File: config.mk
export PLATFORM = sky130hd
export DESIGN_NAME = lfsr_range_rng
export DESIGN_NICKNAME = d
export VERILOG_FILES = /design/src/rtl/lfsr_range_rng.sv
export SDC_FILE = /design/constraint.sdc
export NUM_CORES = 1
export LEC_CHECK = 0
export ABC_CLOCK_PERIOD_IN_PS = 1750
export CAP_MARGIN = 20
export CORE_MARGIN = 3
export CORE_UTILIZATION = 48
export CTS_CLUSTER_SIZE = 10
export DETAILED_ROUTE_END_ITERATION = 10
export PLACE_DENSITY = 0.84
export SLEW_MARGIN = 20
export SYNTH_ARGS = -nofsm -noshare
export SYNTH_HDL_FRONTEND = slang
export SYNTH_SLANG_ARGS = --single-unit
export TNS_END_PERCENT = 10
File: constraint.sdc
create_clock -name clk -period 1.75 [get_ports clk]
set_input_delay 0.35 -clock clk [delete_from_list [all_inputs] [get_ports clk]]
set_output_delay 0.35 -clock clk [all_outputs]
set_load 0.02 [all_outputs]
File: src/rtl/lfsr_range_rng.sv
// Pseudo-random sample generator: XNOR Fibonacci LFSR stepped STEPS times per request,
// reduced into 0..RANGE_MAX by repeated subtraction, returned with a req/valid handshake.
module lfsr_range_rng #(
    parameter int unsigned           WIDTH     = 9,
    parameter logic [WIDTH-1:0]      TAPS      = WIDTH'(9'h110),
    parameter logic [WIDTH-1:0]      SEED      = '0,
    parameter int unsigned           STEPS     = 1,
    parameter int unsigned           RANGE_MAX = 320
) (
    input  logic             clk,
    input  logic             reset,
    input  logic             seed_load,
    input  logic [WIDTH-1:0] seed,
    input  logic             req,
    output logic             busy,
    output logic             out_valid,
    output logic [WIDTH-1:0] out_value,
    output logic [WIDTH-1:0] lfsr_state
);

    localparam int unsigned      CNT_W    = 8;
    localparam logic [CNT_W-1:0] CNT_INIT = CNT_W'(STEPS - 1);
    localparam logic [WIDTH-1:0] LIMIT    = WIDTH'(RANGE_MAX);
    localparam logic [WIDTH-1:0] MODULUS  = WIDTH'(RANGE_MAX + 1);

    typedef enum logic [1:0] {
        IDLE   = 2'd0,
        SHIFT  = 2'd1,
        REDUCE = 2'd2
    } state_t;

    state_t           state, state_n;
    logic [WIDTH-1:0] acc, acc_n;
    logic [WIDTH-1:0] lfsr_n, lfsr_step;
    logic [CNT_W-1:0] cnt, cnt_n;
    logic [WIDTH-1:0] out_value_n;
    logic             out_valid_n;

    // One XNOR-feedback shift of the current LFSR contents; never yields all-ones.
    always_comb begin
        lfsr_step = {lfsr_state[WIDTH-2:0], ~^(lfsr_state & TAPS)};
    end

    // Next-state and datapath decisions; seed_load overrides everything in flight.
    always_comb begin
        state_n     = state;
        lfsr_n      = lfsr_state;
        acc_n       = acc;
        cnt_n       = cnt;
        out_value_n = out_value;
        out_valid_n = 1'b0;

        if (seed_load) begin
            lfsr_n  = (&seed) ? '0 : seed;
            state_n = IDLE;
        end else begin
            case (state)
                IDLE: begin
                    if (req) begin
                        state_n = SHIFT;
                        cnt_n   = CNT_INIT;
                    end
                end
                SHIFT: begin
                    lfsr_n = lfsr_step;
                    if (cnt != '0) begin
                        cnt_n = cnt - CNT_W'(1);
                    end else begin
                        acc_n   = lfsr_step;
                        state_n = REDUCE;
                    end
                end
                REDUCE: begin
                    if (acc > LIMIT) begin
                        acc_n = acc - MODULUS;
                    end else begin
                        out_value_n = acc;
                        out_valid_n = 1'b1;
                        state_n     = IDLE;
                    end
                end
                default: begin
                    state_n = IDLE;
                end
            endcase
        end
    end

    // State and output registers; busy is registered from the next-state decode.
    always_ff @(posedge clk) begin
        if (reset) begin
            state      <= IDLE;
            lfsr_state <= SEED;
            acc        <= '0;
            cnt        <= '0;
            out_value  <= '0;
            out_valid  <= 1'b0;
            busy       <= 1'b0;
        end else begin
            state      <= state_n;
            lfsr_state <= lfsr_n;
            acc        <= acc_n;
            cnt        <= cnt_n;
            out_value  <= out_value_n;
            out_valid  <= out_valid_n;
            busy       <= (state_n != IDLE);
        end
    end

endmodule

==> flow_summary.toml, run 1 <==
[status]
status = "finished, violations left"
failed_checks = "negative setup slack"

[floorplanning]
io_pins = 33
initial_utilization_pct = 52.5
dieWidth_um = 70.9
die_area_mm2 = 0.00503
fp-row-count = 22
coreArea_mm2 = 0.00385
dieHeight_um = 70.9

[route]
vias = 2054
wl_um = 5290
avgViaCountPerCell = 5.90
drc = 0
avgRoutedWirePerCell_um = 15.2
top_layer = "met4"
wl_met2_um = 2430
wl_met1_um = 2380
drtIter0Drc = 154
wl_met3_um = 322
ant_nets = 0
dr.pass1.iters = 4

[clock_tree]
clock-sinks = 39
cts_tree = "built"
cts_root_buf = "clkbuf_8"
h-tree-depth = 2
clk_latency_ps = 290
cts_buffer_depth = 2
clkTransAtPathRegs_ps = 80
cts_buffers = 5

[final_layout]
final_cell_mix = "buf_4 (39), dfxtp_1 (34), clkdlybuf4s50_1 (30), a21oi_1 (26), nor2_1 (21)"
area_delta_synth_final_pct = 39.9
antenna_cells = 0
drive_gt1_share_pct = 26.7
final_common_cell = "buf_4"
nets = 315

[critical_path]
arrival_ps = 2110
cp.required_ps = 1970
start_kind = "flip-flop"
ff2ff_setup_slack_ps = -130
crit_fanout = 7
endpoint_kind = "flip-flop"
path_class = "flip-flop to flip-flop"

[flow_run]
maxCapViolCount = 0

[timing]
setup_viol = 10
tns_ps = -631
skew_ps = 8.17
setup_slack_ps = -134
worstMarginPinSlew_ps = 601
layout_min_cycle_time_ps = 1880
relSlewSlack_pct = 60.0
grt_setup_unrepaired = "true"
max_freq_mhz = 531
period_share_pct = 108
finalMaxSlewViolations = 0
hold_viol = 0

[power_and_ir_drop]
p_per_area_mw_per_mm2 = 680
peakVddDrop_mv = 0.564
leakagePower_uw = 0.00111
p_total_uw = 1920

[global_route]
grt-ovfl-total = 0
grt_antenna_before_repair = 0
grt_usage_pct = 21.2
first_global_vias = 1935
grt_max_degree = 44
grt_first_pass_wirelength_um = 8750

[yosys]
synthCells = 233
yosysSeqAreaShare_pct = 38.6
syn-num-nets = 249
async_flop_share_pct = 0
synth-main-ff-cell = "dfxtp_1"
yosysUniqueCellTypes = 45
synth_seq_cells = 39
synth_edf_count = 0
yosysWarnings = 0
netlist_area_mm2 = 0.00202
avgSynthCellArea_um2 = 8.68

[worst_hold_path]
hold_class = "flip-flop to flip-flop"

[placement]
gp_congestion = 0.915
io_buffers = 32
place_hpwl_um = 3580
## cells in the mapped netlist (all sizes together) (2+ instances only)
cell type,n,area (um^2)
a22oi,3,22.5
clkbuf,9,33.8
nor4,2,12.5
or3b,2,17.5
a221o,2,20.0
a2bb2oi,9,78.8
o31ai,3,22.5
nor3,4,20.0
nand2b,6,37.5
nor4bb,2,20.0
ha,3,37.5
or2,2,12.5
inv,8,30.0
or3,11,68.8
o32ai,6,90.1
mux2i,10,100
nand2,5,18.8
o31a,2,17.5
o21ai,14,70.1
nand4,2,12.5
a21o,2,15.0
a21oi,28,140
nor2,22,82.6
or4,2,15.0
dfxtp,39,781
nor4b,2,17.5
nand3,14,70.1
buf,5,43.8
## where the power goes
part	internal (uW)	switching, uW	leakage (uW)
clock network	273	325	0.0000477
registers	920	36.0	0.000320
logic	193	176	0.000744
total	1390	537	0.00111
## what timing repair did
action,CTS,global route
endpoints found under the setup margin,19,27
pin swaps,1,8
gates resized for setup,8,19
hold buffers,0,0
setup buffers,0,2
## layout make-up
cell class	instances	area, um^2
Multi-Input combinational cell	172	1220
Sequential cell	39	787
Tap cell	48	60.1
Inverter	8	30.0
Timing Repair Buffer	73	646
Fill cell	289	1030
Clock inverter	3	15.0
Clock buffer	5	68.8
## cell families after synthesis
group           after synthesis  share of synthesized area [%]
xor+xnor                      1                          0.433
buf+inv                      22                           5.32
fa+ha+maj                     3                           1.86
flops                        39                           38.6
simple gates                 81                           22.0
mux                          10                           4.95
compound gates               77                           26.8
## critical path, stage by stage, from the launching register on
cell and delay [ps]:
dfxtp_2 340, inv_2 40, ha_4 150, nor4bb_4 150
a2111o_1 460, buf_4 200, or3_1 340, a21oi_1 140
## final timing paths
kind,to,from,cells past startpoint
worst max-delay path,cnt[4]$_SDFFE_PP0P_,cnt[1]$_SDFFE_PP0P_,7
worst min-delay path,out_value[7]$_SDFFE_PP0P_,out_value[7]$_SDFFE_PP0P_,2
worst max register to register,cnt[4]$_SDFFE_PP0P_,cnt[1]$_SDFFE_PP0P_,7
worst min register to register,out_value[7]$_SDFFE_PP0P_,out_value[7]$_SDFFE_PP0P_,2
## state kept, by name, indices dropped and copies added (netlist names)
name        count
cnt             8
acc             9
state           2
busy            1
lfsr_state      9
out_valid       1
out_value       9
## metal layers
metal | vias up | track usage, %
li1 | 996 | -
met1 | 963 | 28.7
met2 | 81 | 33.7
met3 | 14 | 4.26
met4 | 0 | 7.52
met5 | - | 0
## per-stage QoR
stage / cell area (um^2) / cells / hold WS [ps] / utilization, % / setup slack [ps]
after floorplan: 2040 / 233 / 441 / - / -0.670
after global placement: 2650 / 338 / 464 / 68.7 / -375
after detailed placement: 2650 / 338 / 469 / 68.7 / -381
after CTS: 2750 / 346 / 480 / 71.3 / -122
after global routing: 2830 / 348 / 500 / 73.4 / -239
final: 2830 / 348 / 480 / 73.4 / -134
Power figures use the tool's default switching activity.
==> inputs of run 2 (changes only) <==
Settings changed: CTS_CLUSTER_DIAMETER set to 40.
==> results of run 2 <==
The final DEF is identical to that of run 1; final timing and power are the same.
